<file path="config.mk">
export PLATFORM = sky130hd
export DESIGN_NAME = vga_timing_gen_param
export DESIGN_NICKNAME = d
export VERILOG_FILES = /design/src/rtl/vga_timing_pkg.sv /design/src/rtl/vga_axis_counter.sv /design/src/rtl/vga_timing_gen_param.sv
export SDC_FILE = /design/constraint.sdc
export NUM_CORES = 1
export LEC_CHECK = 0
export BUFFER_PORTS_ARGS = -buffer_cell sky130_fd_sc_hd__buf_2
export CORE_AREA = 10 10 102 104
export CTS_BUF_LIST = sky130_fd_sc_hd__clkbuf_2 sky130_fd_sc_hd__clkbuf_4 sky130_fd_sc_hd__clkbuf_8
export DETAILED_ROUTE_END_ITERATION = 8
export DIE_AREA = 0 0 112 114
export PLACE_DENSITY_LB_ADDON = 0.25
export SLEW_MARGIN = 25
export SYNTH_ARGS = -nofsm -noshare
export SYNTH_HDL_FRONTEND = slang
export SYNTH_SLANG_ARGS = --single-unit
</file>
<file path="constraint.sdc">
create_clock -name pix_clk -period 3 [get_ports pix_clk]
set_clock_uncertainty 0.05 [all_clocks]
set_input_delay 0.3 -clock pix_clk [delete_from_list [all_inputs] [get_ports pix_clk]]
set_output_delay 0.3 -clock pix_clk [all_outputs]
set_load 0.02 [all_outputs]
</file>
<file path="src/rtl/vga_timing_pkg.sv">
// Shared defaults and helpers for the raster timing generator.
package vga_timing_pkg;

    // 640x480 at 60 Hz
    localparam int unsigned DEF_HACT  = 640;
    localparam int unsigned DEF_HFP   = 16;
    localparam int unsigned DEF_HSW   = 96;
    localparam int unsigned DEF_HBP   = 48;
    localparam int unsigned DEF_VACT  = 480;
    localparam int unsigned DEF_VFP   = 10;
    localparam int unsigned DEF_VSW   = 2;
    localparam int unsigned DEF_VBP   = 33;
    localparam int unsigned DEF_COLOR_W = 8;
    localparam int unsigned DEF_NUM_CH  = 3;
    localparam int unsigned DEF_CNT_W   = 12;

    // Total period of one axis (line in pixels or frame in lines).
    function automatic int unsigned calc_total(input int unsigned act, input int unsigned fp,
                                               input int unsigned sw, input int unsigned bp);
        return act + fp + sw + bp;
    endfunction

    // First count inside the sync window (region order is ACT, FP, SW, BP).
    function automatic int unsigned sync_start(input int unsigned act, input int unsigned fp);
        return act + fp;
    endfunction

    // First count after the sync window.
    function automatic int unsigned sync_end(input int unsigned act, input int unsigned fp,
                                             input int unsigned sw);
        return act + fp + sw;
    endfunction

endpackage

</file>
<file path="src/rtl/vga_axis_counter.sv">
// Modulo-(MAX+1) position counter for one raster axis, with synchronous clear.
module vga_axis_counter #(
    parameter int unsigned MAX = 799,
    parameter int unsigned W   = 12
) (
    input  logic         pix_clk,
    input  logic         reset_n,
    input  logic         inc,
    input  logic         clr,
    output logic [W-1:0] cnt,
    output logic         wrap
);

    assign wrap = inc && (cnt == W'(MAX));

    // Count on inc, roll over at MAX; clear has priority over counting.
    always_ff @(posedge pix_clk or negedge reset_n) begin
        if (!reset_n) begin
            cnt <= '0;
        end else if (clr) begin
            cnt <= '0;
        end else if (inc) begin
            cnt <= wrap ? '0 : cnt + W'(1);
        end
    end

endmodule

</file>
<file path="src/rtl/vga_timing_gen_param.sv">
// Raster timing generator: h/v counters, sync/active windows and a registered output stage.
module vga_timing_gen_param
    import vga_timing_pkg::*;
#(
    parameter int unsigned HACT      = DEF_HACT,
    parameter int unsigned HFP       = DEF_HFP,
    parameter int unsigned HSW       = DEF_HSW,
    parameter int unsigned HBP       = DEF_HBP,
    parameter int unsigned VACT      = DEF_VACT,
    parameter int unsigned VFP       = DEF_VFP,
    parameter int unsigned VSW       = DEF_VSW,
    parameter int unsigned VBP       = DEF_VBP,
    parameter bit          HSYNC_POL = 1'b0,
    parameter bit          VSYNC_POL = 1'b0,
    parameter int unsigned COLOR_W   = DEF_COLOR_W,
    parameter int unsigned NUM_CH    = DEF_NUM_CH,
    parameter int unsigned CNT_W     = DEF_CNT_W
) (
    input  logic                      pix_clk,
    input  logic                      reset_n,
    input  logic                      enable,
    input  logic                      restart,
    input  logic [NUM_CH*COLOR_W-1:0] pixel_in,
    output logic                      pixel_req,
    output logic [CNT_W-1:0]          x_pos,
    output logic [CNT_W-1:0]          y_pos,
    output logic                      hsync,
    output logic                      vsync,
    output logic                      de,
    output logic [NUM_CH*COLOR_W-1:0] pixel_out,
    output logic                      line_start,
    output logic                      frame_start
);

    localparam int unsigned HTOTAL = calc_total(HACT, HFP, HSW, HBP);
    localparam int unsigned VTOTAL = calc_total(VACT, VFP, VSW, VBP);

    localparam logic [CNT_W-1:0] H_ACT_END = CNT_W'(HACT);
    localparam logic [CNT_W-1:0] V_ACT_END = CNT_W'(VACT);
    localparam logic [CNT_W-1:0] HS_START  = CNT_W'(sync_start(HACT, HFP));
    localparam logic [CNT_W-1:0] HS_END    = CNT_W'(sync_end(HACT, HFP, HSW));
    localparam logic [CNT_W-1:0] VS_START  = CNT_W'(sync_start(VACT, VFP));
    localparam logic [CNT_W-1:0] VS_END    = CNT_W'(sync_end(VACT, VFP, VSW));

    logic [CNT_W-1:0] h_cnt;
    logic [CNT_W-1:0] v_cnt;
    logic             h_wrap;
    logic             v_inc;
    logic             v_wrap_unused;

    logic active;
    logic h_in_sync;
    logic v_in_sync;
    logic h_first;
    logic v_first;

    assign v_inc = enable & h_wrap;

    vga_axis_counter #(
        .MAX (HTOTAL - 1),
        .W   (CNT_W)
    ) u_h_cnt (
        .pix_clk (pix_clk),
        .reset_n (reset_n),
        .inc     (enable),
        .clr     (restart),
        .cnt     (h_cnt),
        .wrap    (h_wrap)
    );

    vga_axis_counter #(
        .MAX (VTOTAL - 1),
        .W   (CNT_W)
    ) u_v_cnt (
        .pix_clk (pix_clk),
        .reset_n (reset_n),
        .inc     (v_inc),
        .clr     (restart),
        .cnt     (v_cnt),
        .wrap    (v_wrap_unused)
    );

    // Window decode of the current counter position.
    always_comb begin
        active    = (h_cnt < H_ACT_END) && (v_cnt < V_ACT_END);
        h_in_sync = (h_cnt >= HS_START) && (h_cnt < HS_END);
        v_in_sync = (v_cnt >= VS_START) && (v_cnt < VS_END);
        h_first   = (h_cnt == '0);
        v_first   = (v_cnt == '0);
        pixel_req = active & enable;
    end

    assign x_pos = h_cnt;
    assign y_pos = v_cnt;

    // Output stage: everything here reflects the counter state one cycle earlier.
    // Syncs only update while enabled so a pause holds their level.
    always_ff @(posedge pix_clk or negedge reset_n) begin
        if (!reset_n) begin
            de          <= 1'b0;
            pixel_out   <= '0;
            line_start  <= 1'b0;
            frame_start <= 1'b0;
            hsync       <= ~HSYNC_POL;
            vsync       <= ~VSYNC_POL;
        end else begin
            de          <= pixel_req;
            pixel_out   <= pixel_req ? pixel_in : '0;
            line_start  <= enable & h_first;
            frame_start <= enable & h_first & v_first;
            if (enable) begin
                hsync <= h_in_sync ^ ~HSYNC_POL;
                vsync <= v_in_sync ^ ~VSYNC_POL;
            end
        end
    end

endmodule

</file>
==> flow_summary.toml, run 1 <==
[cts]
cts.sinks = 53
postCtsSetupRepairBufs = 0
cts_resized = 0
clock_latency_ns = 0.30
numCtsBuffers = 5
cts_max_level = 2
path_clk_slew_ns = 0.10
root_buffer = "clkbuf_8"
cts_tree = "yes"
cts_max_path_buffers = 2
postCtsHoldBufs = 1

[floorplan]
die_w_um = 112
die_height_um = 114
initial_core_util_pct = 28.97
num_rows = 34
ioPinCount = 82
die_area_sq_um = 12770
core-area_sq_um = 8466

[routing]
wl_per_cell_um = 15.82
antenna_left = 0
vias_per_cell = 4.826
dr.pass1.iters = 4
drt_first_iter_violations = 94
drc_errors = 0
drt_wl_total_mm = 6.549
vias = 1998

[setup_path]
path_cells = "or3b_1 -> nand2b_1 -> nor4_4 -> buf_2"
critPathMaxFanout = 5
cp_slowest_cell = "or3b_1"
worstPathArrival_ns = 1.97
endpoint_kind = "primary output"
r2r_slack_ns = 0.86
r2r_start = "u_h_cnt.cnt[5]"
worstPathRequired_ns = 2.65
cp_slowest_stage_delay_ns = 0.52
reg2reg_depth = 4
crit_family = "simple AND/OR/NAND/NOR gates"
reg2reg_to = "u_v_cnt.cnt[7]"
crit_type = "flop to primary output"
cp-start-kind = "flop"
critical_path_buf_inv_count = 1

[finish]
layout-drive-gt1-share_pct = 33.66
design_area_sq_um = 3048
area_growth_syn_to_layout_pct = 24.29
fillers = 856
antenna_cells = 0
fin_util_pct = 36.00
nNetsFinal = 337

[min_path]
hold_path_class = "input pin to flop"
worstHoldStart = "pixel_in[17]"
hold_end = "pixel_out[17]"
min_delay_path_depth = 2

[logic_synthesis]
yosysWarningCount = 0
syn_nets = 257
synth_top_family_by_area = "simple AND/OR/NAND/NOR gates"
synth_compound_area_share_pct = 10.51
syn_avg_cell_area_sq_um = 10.90
synth-simple-area-share_pct = 24.54
mappedNetlistArea_sq_um = 2452
seq_area_frac_synth_pct = 54.18
ys.flop_type = "dfrtp_1"
synth_mux_area_share_pct = 1.224
synth-edff-count = 0
synth_cell_types = 46
synth-xor-area-share_pct = 3.214
async_reset_ff_share_pct = 100.0
synth_fa_ha_area_share_pct = 2.041
synthCells = 225
synth-seq-cells = 53

[place]
placed_cell_area_sq_um = 2948
port_buffers = 81
gp_congestion = 0.7717
dp_hpwl_mm = 4.980
preCtsSetupSlack_ns = 0.7932

[sta]
setup_tns_ns = 0
period_minus_slack_ns = 2.318
hold_viol_final = 0
relSlewSlack_pct = 56.64
worst_slack_ns = 0.6816
finalCritPeriodShare_pct = 77.28
worstMarginPinSlew_ns = 0.6444
fmaxAchievable_mhz = 431.3
drv_slew = 0
setup_viol = 0
rsz0062_at_grt = "false"

[global_routing]
grt_antenna_before_repair = 0
grt_pass1_wl_mm = 10.90
gr-total-overflow = 0
gr-usage-all-layers_pct = 10.18
grt_max_degree = 37
grt_pass1_vias = 2139

[run]
drv_cap = 0

[power]
cellPowerDensity_nw_per_um2 = 455.8
ir_drop_mv = 0.2291
p_leak_nw = 1.473
p_total_mw = 1.389

[outcome]
status = "finished, final reports clean"
[report_power, final]
group | switching (mW) | total, mW | leakage [nW] | internal (mW)
sequential | 0.0321 | 0.778 | 0.699 | 0.746
combinational | 0.118 | 0.193 | 0.730 | 0.0748
clock | 0.251 | 0.418 | 0.0445 | 0.166
total | 0.402 | 1.39 | 1.47 | 0.987
[area by class of cell]
class,instances,area [sq um],area share [%]
Timing Repair Buffer,86,445.4,14.61
Clock inverter,3,21.27,0.6979
Inverter,8,30.03,0.9852
Clock buffer,5,68.82,2.258
Multi-Input combinational cell,151,1018,33.42
Tap cell,108,135.1,4.434
Sequential cell,53,1329,43.60
[worst reg2reg max path: stages, from the launching register on]
cell and delay [ns]:
dfrtp_1 0.47, or3_1 0.52, o41a_1 0.62, a22oi_2 0.27
o41ai_2 0.09
[worst max path at each step]
stage,from,cells after the start,to
after global routing,u_h_cnt.cnt[10],4,pixel_req
after CTS,u_h_cnt.cnt[10],4,pixel_req
after detailed placement,enable,5,u_v_cnt.cnt[7]
after floorplan,u_h_cnt.cnt[10],6,u_v_cnt.cnt[7]
final,u_h_cnt.cnt[10],4,pixel_req
after global placement,enable,5,u_v_cnt.cnt[7]
[placed cells by master (no fill, tap or decap), types with 2 or more instances in the layout]
cell type   n
ha_1        4
a22oi_2     2
nand2_1    16
o31ai_1     2
a31oi_1     3
nand4_1     7
and3_1      4
or3_1       5
clkbuf_8    5
xor2_1      6
nor2_1     14
inv_1       8
nor4_4      2
dfstp_2     2
xnor2_1     3
buf_4       4
dfrtp_1    51
mux2i_1     3
and2_1     25
and4_1      3
buf_2      81
a41oi_1     2
a21oi_1     4
nand3_1    12
nor4_1      4
o21ai_0     7
nor3_1      4
o311ai_1    2
[metal layers]
| layer | track usage, % | vias up | wire [um] |
|---|---|---|---|
| met3 | 5.302 | 6 | 712 |
| li1 | - | 948 | - |
| met5 | 0 | - | 0 |
| met4 | 2.876 | 0 | 73 |
| met2 | 15.50 | 80 | 2934 |
| met1 | 12.29 | 964 | 2828 |
[stage by stage]
stage,std cells,hold WS [ns]
6_report,414,0.1430
5_1_grt,414,0.1309
4_1_cts,414,0.1273
3_5_place_dp,405,0.1960
3_3_place_gp,405,0.1956
2_1_floorplan,225,-0.04559
[logic make-up after synthesis]
| family | Yosys count |
|---|---|
| simple gates | 104 |
| flops | 53 |
| compound gates | 31 |
| buf+inv | 21 |
| xor+xnor | 9 |
| fa+ha+maj | 4 |
| mux | 3 |
[synthesized netlist by cell type, types with 2 or more instances]
cell | count | area share [%]
ha_1 | 4 | 2.0
inv_1 | 8 | 1.2
xnor2_1 | 3 | 1.1
mux2i_1 | 3 | 1.2
or3_1 | 5 | 1.3
a22oi_2 | 2 | 1.0
xor2_1 | 6 | 2.1
and4_1 | 3 | 1.1
a21oi_1 | 4 | 0.82
nor2_1 | 14 | 2.1
clkbuf_1 | 6 | 0.92
nand4_1 | 7 | 1.8
o21ai_0 | 7 | 1.4
and3_1 | 4 | 1.0
buf_2 | 3 | 0.61
o31ai_1 | 2 | 0.61
o311ai_1 | 2 | 0.71
dfstp_2 | 2 | 2.1
a31oi_1 | 3 | 0.77
nor4_4 | 2 | 1.7
a41oi_1 | 2 | 0.71
nand3_1 | 12 | 2.4
buf_6 | 3 | 1.4
nand2_1 | 16 | 2.4
nor4_1 | 4 | 1.0
nor3_1 | 4 | 0.82
dfrtp_1 | 51 | 52
and2_1 | 25 | 6.4
[sequential cells by signal, indices dropped and copies added (netlist names)]
register     count
de               1
frame_start      1
hsync            1
line_start       1
pixel_out       24
u_h_cnt.cnt     12
u_v_cnt.cnt     12
vsync            1
Note: power is estimated with default switching activity, not from simulation.
==> inputs of run 2 (changes only) <==
clock period = 1.9 ns   (was 3 ns; I/O delays follow)
==> run 2 against run 1 <==
  * The run now ends with setup timing left
  * Sequential share of layout area is 4.5 points lower
  * Critical path depth is the same
  * Non-clock buffer count grew 33
  * Via count up 5.2%
  * Sequential power rose by 54%
  * Worst hold slack got worse by 0.11 ns
  * Worst setup slack lost 0.72 ns
  * Critical path type unchanged
==> flow_summary.toml, run 2 (synthesis gave the netlist of run 1 again) <==
[outcome]
status = "complete, but fails checks"
violations = "setup timing"

[routing]
met1_length_mm = 3.093
drc_errors = 0
dr.pass1.iters = 4
vias = 2102
antenna_left = 0
drt_wl_total_mm = 7.002
vias_per_cell = 4.702
met3_length_um = 727
routed.top_layer = "met4"
wl_met2_mm = 3.135
wl_per_cell_um = 15.66
drt_first_iter_violations = 86

[cts]
cts.sinks = 53
cts_max_path_buffers = 2
cts_tree = "yes"
path_clk_slew_ns = 0.10
cts_max_level = 2
root_buffer = "clkbuf_8"
numCtsBuffers = 5
clock_latency_ns = 0.30

[power]
cellPowerDensity_nw_per_um2 = 731.5
ir_drop_mv = 0.3970
p_total_mw = 2.490
p_leak_nw = 1.677

[sta]
finalCritPeriodShare_pct = 102.2
rsz0062_at_grt = "true"
setup_tns_ns = -0.04088
drv_slew = 0
worstMarginPinSlew_ns = 0.5098
worst_slack_ns = -0.04088
relSlewSlack_pct = 66.02
fmaxAchievable_mhz = 515.2
period_minus_slack_ns = 1.941
hold_viol_final = 0
setup_viol = 1

[setup_path]
worstPathArrival_ns = 1.70
cp-start-kind = "flop"
endpoint_kind = "primary output"
worstPathRequired_ns = 1.66
crit_type = "flop to primary output"
critPathMaxFanout = 4
r2r_slack_ns = 0.04

[global_routing]
grt_pass1_wl_mm = 11.50
grt_pass1_vias = 2278
grt_max_degree = 34
gr-usage-all-layers_pct = 10.80
gr-total-overflow = 0
grt_antenna_before_repair = 0

[place]
dp_hpwl_mm = 5.384
gp_congestion = 0.7876
dp_cells = 436
port_buffers = 81

[finish]
reg_top3 = "pixel_out (24), u_h_cnt.cnt (12), u_v_cnt.cnt (12)"
finalNonFillerCells = 447
nNetsFinal = 370
largest_reg_flops = 24
area_growth_syn_to_layout_pct = 38.83
fin_util_pct = 40.22
antenna_cells = 0
mostFrequentLayoutCells = "81 x buf_2, 48 x dfrtp_1, 32 x buf_4, 25 x and2_1, 16 x nand2_1"
top_register = "pixel_out"
final_common_cell = "buf_2"
layout-drive-gt1-share_pct = 42.48
fillers = 822

[floorplan]
core-area_sq_um = 8466
ioPinCount = 82
die_height_um = 114
initial_core_util_pct = 28.97
num_rows = 34
die_area_sq_um = 12770
die_w_um = 112

[run]
drv_cap = 0

[min_path]
hold_path_class = "input pin to flop"
run 2: cell types whose count changed in the layout (fill, tap and decap cells not counted), sizes merged:
| cell | delta |
|---|---|
| clkinvlp | -1 |
| bufinv | +2 |
| inv | -1 |
| buf | +33 |
run 2: path summary, 6_finish.rpt:
| path | from | end | cells past startpoint |
|---|---|---|---|
| max | u_h_cnt.cnt[11] | pixel_req | 4 |
| min | pixel_in[3] | pixel_out[3] | 2 |
| max reg2reg | u_h_cnt.cnt[5] | u_v_cnt.cnt[4] | 5 |
| min reg2reg | hsync | hsync | 2 |
| max in group asynchronous | reset_n | hsync | 3 |
| min in group asynchronous | reset_n | pixel_out[12] | 2 |
run 2: cell type report:
class                   count  area [sq um]  area share (%)
flip-flops and latches     53          1333           39.14
multi-input cells         151          1052           30.91
repair buffers            119         720.7           21.17
well taps                 108         135.1           3.969
clock buffers               5         68.82           2.021
clock inverters             3         65.06           1.911
inverters                   8         30.03          0.8820
run 2: power by group:
part	switching [mW]	internal, mW
logic	0.230	0.160
registers	0.0206	1.18
clock network	0.378	0.523
run 2: what timing repair did:
action	4_1_cts	5_1_grt
endpoints found under the hold margin	19	0
resized for setup	3	7
hold buffers	1	0
pin swaps	1	4
gates cloned	0	1
endpoints found under the setup margin	3	8
setup buffers	0	1
run 2: stage by stage:
step	worst slack, ns	hold slack (ns)	instance area (sq um)
after floorplan	-0.05105	-0.1556	2465
after global placement	0.05480	0.1457	3202
after detailed placement	0.002381	0.1464	3202
after CTS	-0.05784	0.01938	3358
after global routing	-0.1269	0.02345	3405
final	-0.04088	0.03218	3405
run 2: critical path, cell delays in order (launching register included):
cell	delay, ns
dfrtp_2	0.41
or3b_4	0.43
nand2b_4	0.17
nor4_4	0.18
buf_4	0.20
run 2: routing by layer:
metal  global-route usage (%)  vias to the layer above
li1                         -                     1014
met1                    12.99                     1013
met2                    16.74                       71
met3                    5.617                        4
met4                    2.623                        0
met5                        0                        -
